**src/rtl/seq_divider_pkg.sv**
```systemverilog
// -----------------------------------------------------------------------------
// seq_divider_pkg
//   Shared types and sizing helpers for the sequential restoring divider.
//   - state_t     : controller states (IDLE, RUN, ZERO)
//   - BITS_DEFAULT: default operand width
//   - CNT_W       : step-counter width for the default operand width
//   - cnt_width() : step-counter width for any operand width
// -----------------------------------------------------------------------------
package seq_divider_pkg;

  typedef enum logic [1:0] {
    IDLE = 2'd0,
    RUN  = 2'd1,
    ZERO = 2'd2
  } state_t;

  localparam int BITS_DEFAULT = 32;
  localparam int CNT_W        = $clog2(BITS_DEFAULT) + 1;

  // Counter width for an arbitrary operand width. The counter only has to
  // reach BITS-1, so $clog2(bits)+1 leaves one bit of headroom.
  function automatic int cnt_width(input int bits);
    return $clog2(bits) + 1;
  endfunction

endpackage

```
**src/rtl/seq_divider_div_step.sv**
```systemverilog
// -----------------------------------------------------------------------------
// div_step
//   One combinational restoring-division step.
//   Ports:
//     r       in   BITS  partial remainder (always < divisor, so BITS bits hold it)
//     q       in   BITS  working quotient / remaining dividend bits
//     divisor in   BITS  denominator
//     r_next  out  BITS  partial remainder after this step
//     q_next  out  BITS  working quotient after this step
//   The trial remainder is formed BITS+1 bits wide; the MSB of the BITS+1 bit
//   subtraction is the borrow, which decides restore vs. keep.
// -----------------------------------------------------------------------------
module div_step #(
  parameter int BITS = 32
) (
  input  logic [BITS-1:0] r,
  input  logic [BITS-1:0] q,
  input  logic [BITS-1:0] divisor,
  output logic [BITS-1:0] r_next,
  output logic [BITS-1:0] q_next
);

  logic [BITS:0] shifted;
  logic [BITS:0] diff;
  logic          borrow;

  always_comb begin
    // NOTE: every always_comb output is assigned on every path, so no latch
    // can be inferred.
    shifted = {r, q[BITS-1]};
    diff    = shifted - {1'b0, divisor};
    borrow  = diff[BITS];
    // Borrow set means shifted < divisor: restore (keep shifted), quotient bit 0.
    r_next  = borrow ? shifted[BITS-1:0] : diff[BITS-1:0];
    q_next  = {q[BITS-2:0], ~borrow};
  end

endmodule

```
**src/rtl/seq_divider.sv**
```systemverilog
// -----------------------------------------------------------------------------
// seq_divider
//   Multi-cycle restoring divider for the ALU DIV path. One quotient bit per
//   clock; BITS steps after the accepting edge the result is registered and
//   done pulses for one cycle. Quotient feeds LO, remainder feeds HI.
//   Ports:
//     clock        in   1     system clock, rising edge
//     clear_n      in   1     asynchronous reset, active-low
//     start        in   1     request a divide; only honoured while busy=0
//     dividend     in   BITS  numerator, captured on the accepting edge
//     divisor      in   BITS  denominator, captured on the accepting edge
//     busy         out  1     high while a divide is in progress
//     done         out  1     one-cycle pulse, results valid
//     quotient     out  BITS  held until the next divide completes
//     remainder    out  BITS  held until the next divide completes
//     div_by_zero  out  1     set with done when divisor==0, held with results
//   Configuration macro:
//     SEQ_DIVIDER_SIGNED_EN  defined: two's-complement operands (magnitude
//                            division with a combinational sign fix-up on the
//                            final step). Undefined: unsigned only.
//   Divide by zero takes one cycle: quotient all ones, remainder = dividend.
// -----------------------------------------------------------------------------
module seq_divider
  import seq_divider_pkg::*;
#(
  parameter int BITS = BITS_DEFAULT
) (
  input  logic            clock,
  input  logic            clear_n,
  input  logic            start,
  input  logic [BITS-1:0] dividend,
  input  logic [BITS-1:0] divisor,
  output logic            busy,
  output logic            done,
  output logic [BITS-1:0] quotient,
  output logic [BITS-1:0] remainder,
  output logic            div_by_zero
);

  localparam int CW = cnt_width(BITS);
  localparam logic [CW-1:0] LAST_STEP = CW'(BITS - 1);

  state_t          state;
  logic [BITS-1:0] r_acc;   // partial remainder; never reaches divisor
  logic [BITS-1:0] q_acc;   // shifts dividend bits out, quotient bits in
  logic [BITS-1:0] dvsr;
  logic [CW-1:0]   count;

  logic [BITS-1:0] r_nxt;
  logic [BITS-1:0] q_nxt;

  // Operand magnitudes at acceptance and sign-corrected results.
  logic [BITS-1:0] a_mag;
  logic [BITS-1:0] b_mag;
  logic [BITS-1:0] q_fix;
  logic [BITS-1:0] r_fix;
  logic [BITS-1:0] z_rem;

`ifdef SEQ_DIVIDER_SIGNED_EN
  logic q_neg;   // operand signs differ
  logic r_neg;   // dividend negative
`endif

  div_step #(
    .BITS(BITS)
  ) u_step (
    .r      (r_acc),
    .q      (q_acc),
    .divisor(dvsr),
    .r_next (r_nxt),
    .q_next (q_nxt)
  );

  always_comb begin
    a_mag = dividend;
    b_mag = divisor;
    q_fix = q_nxt;
    r_fix = r_nxt;
    // In ZERO no steps have run, so q_acc still holds the dividend magnitude.
    z_rem = q_acc;
`ifdef SEQ_DIVIDER_SIGNED_EN
    // Most-negative stays 100..0, which read unsigned is the correct magnitude.
    if (dividend[BITS-1]) a_mag = {BITS{1'b0}} - dividend;
    if (divisor[BITS-1])  b_mag = {BITS{1'b0}} - divisor;
    if (q_neg)            q_fix = {BITS{1'b0}} - q_nxt;
    if (r_neg) begin
      r_fix = {BITS{1'b0}} - r_nxt;
      z_rem = {BITS{1'b0}} - q_acc;
    end
`endif
  end

  // NOTE: sequential state uses non-blocking assignments so every register
  // samples pre-edge values regardless of statement order.
  always_ff @(posedge clock or negedge clear_n) begin
    if (!clear_n) begin
      state       <= IDLE;
      r_acc       <= '0;
      q_acc       <= '0;
      dvsr        <= '0;
      count       <= '0;
      busy        <= 1'b0;
      done        <= 1'b0;
      quotient    <= '0;
      remainder   <= '0;
      div_by_zero <= 1'b0;
`ifdef SEQ_DIVIDER_SIGNED_EN
      q_neg       <= 1'b0;
      r_neg       <= 1'b0;
`endif
    end else begin
      done <= 1'b0;
      unique case (state)
        IDLE: begin
          if (start) begin
            q_acc <= a_mag;
            dvsr  <= b_mag;
            r_acc <= '0;
            count <= '0;
            busy  <= 1'b1;
`ifdef SEQ_DIVIDER_SIGNED_EN
            q_neg <= dividend[BITS-1] ^ divisor[BITS-1];
            r_neg <= dividend[BITS-1];
`endif
            state <= (divisor == '0) ? ZERO : RUN;
          end
        end
        RUN: begin
          r_acc <= r_nxt;
          q_acc <= q_nxt;
          count <= count + 1'b1;
          if (count == LAST_STEP) begin
            state       <= IDLE;
            busy        <= 1'b0;
            done        <= 1'b1;
            quotient    <= q_fix;
            remainder   <= r_fix;
            div_by_zero <= 1'b0;
          end
        end
        ZERO: begin
          state       <= IDLE;
          busy        <= 1'b0;
          done        <= 1'b1;
          quotient    <= '1;
          remainder   <= z_rem;
          div_by_zero <= 1'b1;
        end
        default: state <= IDLE;
      endcase
    end
  end

endmodule
```
**config.mk**
```make
export PLATFORM = sky130hd
export DESIGN_NAME = seq_divider
export DESIGN_NICKNAME = d
export VERILOG_FILES = /design/src/rtl/seq_divider_pkg.sv /design/src/rtl/seq_divider_div_step.sv /design/src/rtl/seq_divider.sv
export SDC_FILE = /design/constraint.sdc
export NUM_CORES = 1
export LEC_CHECK = 0
export ABC_AREA = 1
export BUFFER_PORTS_ARGS = -buffer_cell sky130_fd_sc_hd__clkbuf_2
export CAP_MARGIN = 0
export CORE_ASPECT_RATIO = 2
export CORE_UTILIZATION = 45
export DETAILED_ROUTE_END_ITERATION = 7
export PLACE_DENSITY = 0.72
export SLEW_MARGIN = 20
export SYNTH_ARGS = -nofsm -noshare
export SYNTH_HDL_FRONTEND = slang
export SYNTH_SLANG_ARGS = --single-unit
```
**constraint.sdc**
```tcl
create_clock -name clock -period 3.28 [get_ports clock]
set_clock_uncertainty 0.1 [all_clocks]
set_input_delay 0.328 -clock clock [delete_from_list [all_inputs] [get_ports clock]]
set_output_delay 0.328 -clock clock [all_outputs]
set_load 0.1 [all_outputs]
```
Yosys cells after proc, flatten, opt, wreduce, memory -nomap -nowiden

Index checks and enable logic that the tools add are counted.

Bitwise gates (word level): 1
Equal/unequal tests: 5
Add/sub/neg operators: 2
Mux-type cells: 21
Reductions and logical operators: 10

Operators with widths:

| operator                                             | count |
|---|---|
| case mux 32 bit (2 select lines)                     | 4 |
| 2-to-1 mux 32 bit                                    | 5 |
| subtractor 33 x 32 -> 33 bit                         | 1 |
| logical NOT 32 bit                                   | 1 |
| case mux 6 bit (2 select lines)                      | 1 |
| AND reduction 2 bit                                  | 4 |
| adder 6 x 1 -> 6 bit (second input constant)         | 1 |
| equality test 6 x 5 -> 1 bit (second input constant) | 1 |
| 2-to-1 mux 2 bit                                     | 3 |
| 2-to-1 mux 6 bit                                     | 1 |
| != test 2 bit (second input constant)                | 2 |
| case mux 1 bit (2 select lines)                      | 2 |
| case mux 2 bit (2 select lines)                      | 1 |
| nonzero test 2 bit                                   | 2 |
| 2-to-1 mux 1 bit                                     | 3 |
| case mux 1 bit (3 select lines)                      | 1 |
| AND reduction 3 bit                                  | 1 |
| nonzero test 3 bit                                   | 1 |
| equality test 2 x 1 -> 1 bit (second input constant) | 1 |
| equality test 2 bit (second input constant)          | 1 |
| logical NOT 2 bit                                    | 1 |
| inverter 1 bit                                       | 1 |

Bits in registers: 171
Word-level logic and storage cells: 49
Output and inout bits: 67

Longest topological paths before layout

Word-level depth: 4
Gate-level depth with buffers: 19

Modules after synthesis

A second synthesis with hierarchy kept.

Cells, all modules: 1517
Area total of the unflattened synthesis: 10730.3 um2

Modules (own cells, without submodules):

| module      | cells an instance | times used | area each (um2) | seq. area each (um2) |
|---|---|---|---|---|
| seq_divider | 806               | 1          | 7347.0          | 4279.1 |
| div_step    | 711               | 1          | 3383.2          | 0.0 |

Worst setup path after synthesis

Ideal clock, no wire load.

Path type: reg-to-reg
Start: register q_acc[31]
End: register remainder[25]
Arrival time: 2.099 ns
Period minus slack after synthesis: 2.319 ns
Setup time: 0.120 ns
Setup slack: 0.961 ns
Stages on the path, launching flop included: 19
Cell sequence: dfrtp_1 > inv_1 > ha_1 > fa_1 > inv_1 > nand2_1 > nand2_1 > nand3_1 > nand2_2 > nand2_1 > nand2_2 > nand2_4 > nand2_4 > nand2_4 > buf_2 > nand3_1 > nand3_1 > nand2_1 > nand2_1

Longest elaborated chain between the ends: 4

RTL lines:

| element                          | line                       | text |
|---|---|---|
| from (decl)                      | seq_divider.sv:45          | `logic [BITS-1:0] q_acc;` |
| from (signal assigned)           | seq_divider.sv:116         | `q_acc <= a_mag;` |
| from (signal assigned)           | seq_divider.sv:130         | `q_acc <= q_nxt;` |
| subtractor 33 x 32 -> 33 bit     | seq_divider_div_step.sv:31 | `diff = shifted - {1'b0, divisor};` |
| 2-to-1 mux 32 bit                | seq_divider_div_step.sv:34 | `r_next = borrow ? shifted[BITS-1:0] : diff[BITS-1:0];` |
| 2-to-1 mux 32 bit                | seq_divider.sv:132         | `if (count == LAST_STEP) begin` |
| case mux 32 bit (2 select lines) | seq_divider.sv:113         | `unique case (state)` |
| to (signal assigned)             | seq_divider.sv:137         | `remainder <= r_fix;` |
| to (signal assigned)             | seq_divider.sv:146         | `remainder <= z_rem;` |
| to (decl)                        | seq_divider.sv:36          | `output logic [BITS-1:0] remainder,` |

No other way between the ends. The select of a mux whose other input is x is not followed.
A chain may end at the register's enable or synchronous reset.

Worst setup path after layout

Start: register q_acc[31]
End: register remainder[30]

The elaborated chain is that of the path after synthesis.

==> out/metrics.cfg <==
[pwr]
peak_supply_drop_mv=0.575
fin_total_pwr_mw=8.59
p_leak_nw=7.11
power.density_cell_area_nw_per_um2=720

[setup_path]
cp_slowest_stage_delay_ps=430
timing.rr.start=q_acc[31]
worst_setup_path_end_kind=flip-flop
cp_num_buf_inv=2
cp_data_required_time_ps=3560
critical-path-top-cell-by-count=sky130_fd_sc_hd__nand2_1
cp_slowest_cell=sky130_fd_sc_hd__fa_1
timing.rr.end=remainder[30]
max_fanout_on_critical_path=31
crit_family=simple AND/OR/NAND/NOR gates
critPathKind=reg -> reg
cell_breakdown_of_the_critical_path=inv_1 > ha_1 > fa_1 > inv_1 > nand2_1 > nand2_1 > nand3_1 > nand2_2 > nand2_1 > nand2_2 > nand2_4 > nand2_4 > nand2_4 > nand2_8 > nand2_1 > nand2_1 > nand2_1 > nand2_1
cp_data_arrival_time_ps=3210
setup.reg_to_reg.worst_slack_ps=350
worst_setup_path_start_kind=flip-flop
number_of_cells_on_the_worst_reg_to_reg_path=18

[sta]
slew_violations=0
max_slew.worst_pin.slew_ps=1070
finalHoldWorstSlack_ps=32.8
setup_viol_count_final=0
grt_setup_unrepaired=false
setup_total_negative_slack_ps=0
clock.fmax_ghz=0.341
timing.final.crit_share=0.894
report.final.hold_viol_count=0
min_period_ps=2930
postLayoutSetupSlackWorst_ps=348
timing.slew.headroom=0.283

[clock_tree]
cts_made_buffers=17
postCtsSetupBuffers=0
clkSlewWorstSetupHoldPaths_ps=70
root_buffer=sky130_fd_sc_hd__clkbuf_16
ctsHtreeMaxLevel=4
cts.sinks=171
cts_tree=yes
insertion_delay_ps=440
cts.path.max_buffers=2

[placement]
port_buffers=133
gp_congestion=0.946
placed_cells_incl_taps=1894
post-dp-hpwl_mm=22.6
placement.setup.worst_slack_ps=252
placement.cell_area_um2=11300

[finish]
num_antenna_cells=0
layout_common_cells=sky130_fd_sc_hd__nand2_1 (614), sky130_fd_sc_hd__inv_1 (200), sky130_fd_sc_hd__dfrtp_1 (171)
layout.core_utilization=0.527
synthToLayoutAreaGrowth_pct=15.4
nFillCells=2251
stdcell_area_um2=11900
layout.cells.most_common=sky130_fd_sc_hd__nand2_1
layout-drive-gt1-share=0.123
final_cell_count_no_fill=1927
final_net_count=1739

[global_routing]
gr-total-overflow=0
grt_pass1_vias=9484
grt.total_usage=0.262
antenna_found_initial=0
global_route_wire_length_before_repair_mm=47.2
grt_max_degree=72

[synth]
syn-instance-count=1525
synth.yosys.seq_area_share=0.413
syn-num-nets=1630
post_synth.cell_area_avg_um2=6.79
synth.distinct_cells=39
ys.warnings.count=0
synth.cell_area_um2=10400
post_synthesis_register_bit_count=171

[floorplanning]
starting_density_of_the_core=0.457
coreArea_um2=22600
dieHeight_um=216
rows=78
ios=134
dieWidth_um=109
floorplan.die_area_um2=23700

[routing]
drcViolationCount=0
postRouteWirelength_mm=29.3
route.detailed.vias_per_inst=5.11
drtIter0Drc=543
first_pass_iters=5
routedWlPerCell_um=15.2
ant_nets=0
via_count=9848

[worst_hold_path]
hold_path_depth=3
worst_hold_endpoint=q_acc[29]
hold_class=in -> reg
start_point_of_the_worst_hold_path=dividend[29]

[outcome]
run_status=finished clean

[run]
cap_viol_max_count=0

## layout make-up
| type | count | area (um^2) | area share |
|---|---|---|---|
| Timing Repair Buffer | 145 | 802 | 0.0672 |
| Inverter | 206 | 773 | 0.0648 |
| Multi-Input combinational cell | 1093 | 5100 | 0.427 |
| Tap cell | 280 | 350 | 0.0293 |
| Clock inverter | 12 | 184 | 0.0154 |
| Sequential cell | 171 | 4280 | 0.358 |
| Clock buffer | 20 | 457 | 0.0382 |
## synth_stat cells
master	n	area, um^2
sky130_fd_sc_hd__xnor2_1	5	43.8
sky130_fd_sc_hd__nor2_1	90	338
sky130_fd_sc_hd__nand3b_1	1	7.51
sky130_fd_sc_hd__nand3_4	1	17.5
sky130_fd_sc_hd__dfrtp_1	171	4280
sky130_fd_sc_hd__nor3_1	3	15.0
sky130_fd_sc_hd__nand3_1	92	460
sky130_fd_sc_hd__clkbuf_1	39	146
sky130_fd_sc_hd__clkinv_1	1	3.75
sky130_fd_sc_hd__a21boi_0	1	7.51
sky130_fd_sc_hd__a22oi_1	1	7.51
sky130_fd_sc_hd__inv_2	5	18.8
sky130_fd_sc_hd__ha_1	37	463
sky130_fd_sc_hd__nor2_2	4	25.0
sky130_fd_sc_hd__a21oi_2	1	8.76
sky130_fd_sc_hd__a21o_1	2	15.0
sky130_fd_sc_hd__o21ai_1	3	15.0
sky130_fd_sc_hd__buf_4	1	7.51
sky130_fd_sc_hd__xor2_1	10	87.6
sky130_fd_sc_hd__buf_1	6	22.5
sky130_fd_sc_hd__a21oi_1	83	415
sky130_fd_sc_hd__nand2_2	5	31.3
sky130_fd_sc_hd__nand2_1	615	2310
sky130_fd_sc_hd__buf_6	2	22.5
sky130_fd_sc_hd__nand4_1	11	68.8
sky130_fd_sc_hd__and2_1	2	12.5
sky130_fd_sc_hd__nor3b_1	1	7.51
sky130_fd_sc_hd__buf_2	7	35.0
sky130_fd_sc_hd__o32ai_1	1	8.76
sky130_fd_sc_hd__nor4_1	8	50.1
sky130_fd_sc_hd__o21ai_0	103	515
sky130_fd_sc_hd__o22ai_1	2	12.5
sky130_fd_sc_hd__o211ai_1	1	7.51
sky130_fd_sc_hd__o21bai_1	3	22.5
sky130_fd_sc_hd__nand2_4	4	45.0
sky130_fd_sc_hd__fa_1	1	20.0
sky130_fd_sc_hd__mux2_2	1	11.3
sky130_fd_sc_hd__inv_1	200	751
sky130_fd_sc_hd__a21oi_4	1	16.3
## timing repair
item                                    4_1_cts  5_1_grt
endpoints found under the setup margin        0        6
resized for setup                             0        1
hold buffers                                  1        0
hold endpoints to repair                     69        0
## where the power goes
group / internal (mW) / leakage [nW] / switching [mW]
sequential: 2.62 / 2.20 / 0.240
combinational: 0.924 / 4.61 / 2.60
clock: 1.33 / 0.308 / 0.886
## logic make-up (layout without fill, tap and decap cells)
family | after synthesis | count (layout) | share of synthesized area
xor+xnor | 15 | 15 | 0.0127
fa+ha+maj | 38 | 38 | 0.0467
buf+inv | 261 | 383 | 0.0973
mux | 1 | 1 | 0.00109
simple gates | 837 | 837 | 0.327
flops | 171 | 171 | 0.413
compound gates | 202 | 202 | 0.102
## worst reg2reg max path, cell delays in order, from the launching register on
cell and delay (ps):
sky130_fd_sc_hd__dfrtp_1 350, sky130_fd_sc_hd__inv_1 110, sky130_fd_sc_hd__ha_1 260, sky130_fd_sc_hd__fa_1 430, sky130_fd_sc_hd__inv_1 110, sky130_fd_sc_hd__nand2_1 50, sky130_fd_sc_hd__nand2_1 70, sky130_fd_sc_hd__nand3_1 80
sky130_fd_sc_hd__nand2_2 130, sky130_fd_sc_hd__nand2_1 80, sky130_fd_sc_hd__nand2_2 100, sky130_fd_sc_hd__nand2_4 80, sky130_fd_sc_hd__nand2_4 70, sky130_fd_sc_hd__nand2_4 190, sky130_fd_sc_hd__nand2_8 270, sky130_fd_sc_hd__nand2_1 110
sky130_fd_sc_hd__nand2_1 90, sky130_fd_sc_hd__nand2_1 90, sky130_fd_sc_hd__nand2_1 90
## how the worst max path moves through the flow
stage / end / slack, ps / cells past startpoint / start
floorplan: remainder[25] / 960 / 18 / q_acc[31]
CTS: remainder[30] / 220 / 18 / q_acc[31]
finish: remainder[30] / 350 / 18 / q_acc[31]
global route: remainder[30] / 120 / 18 / q_acc[31]
global placement: remainder[30] / 280 / 18 / q_acc[31]
detailed placement: remainder[30] / 250 / 18 / q_acc[31]
## routing by layer
metal / vias to the layer above / track usage / part of all wire
met3: 79 / 0.0373 / 0.035
li1: 4985 / - / -
met4: 0 / 0.160 / 0.061
met2: 255 / 0.464 / 0.52
met1: 4529 / 0.285 / 0.39
met5: - / 0 / 0
## registers in the layout (all words and copies together), names as in the netlist
| signal | count |
|---|---|
| quotient | 32 |
| count | 6 |
| div_by_zero | 1 |
| done | 1 |
| r_acc | 32 |
| remainder | 32 |
| q_acc | 32 |
| busy | 1 |
| dvsr | 32 |
| state | 2 |
Power figures use the tool's default switching activity.
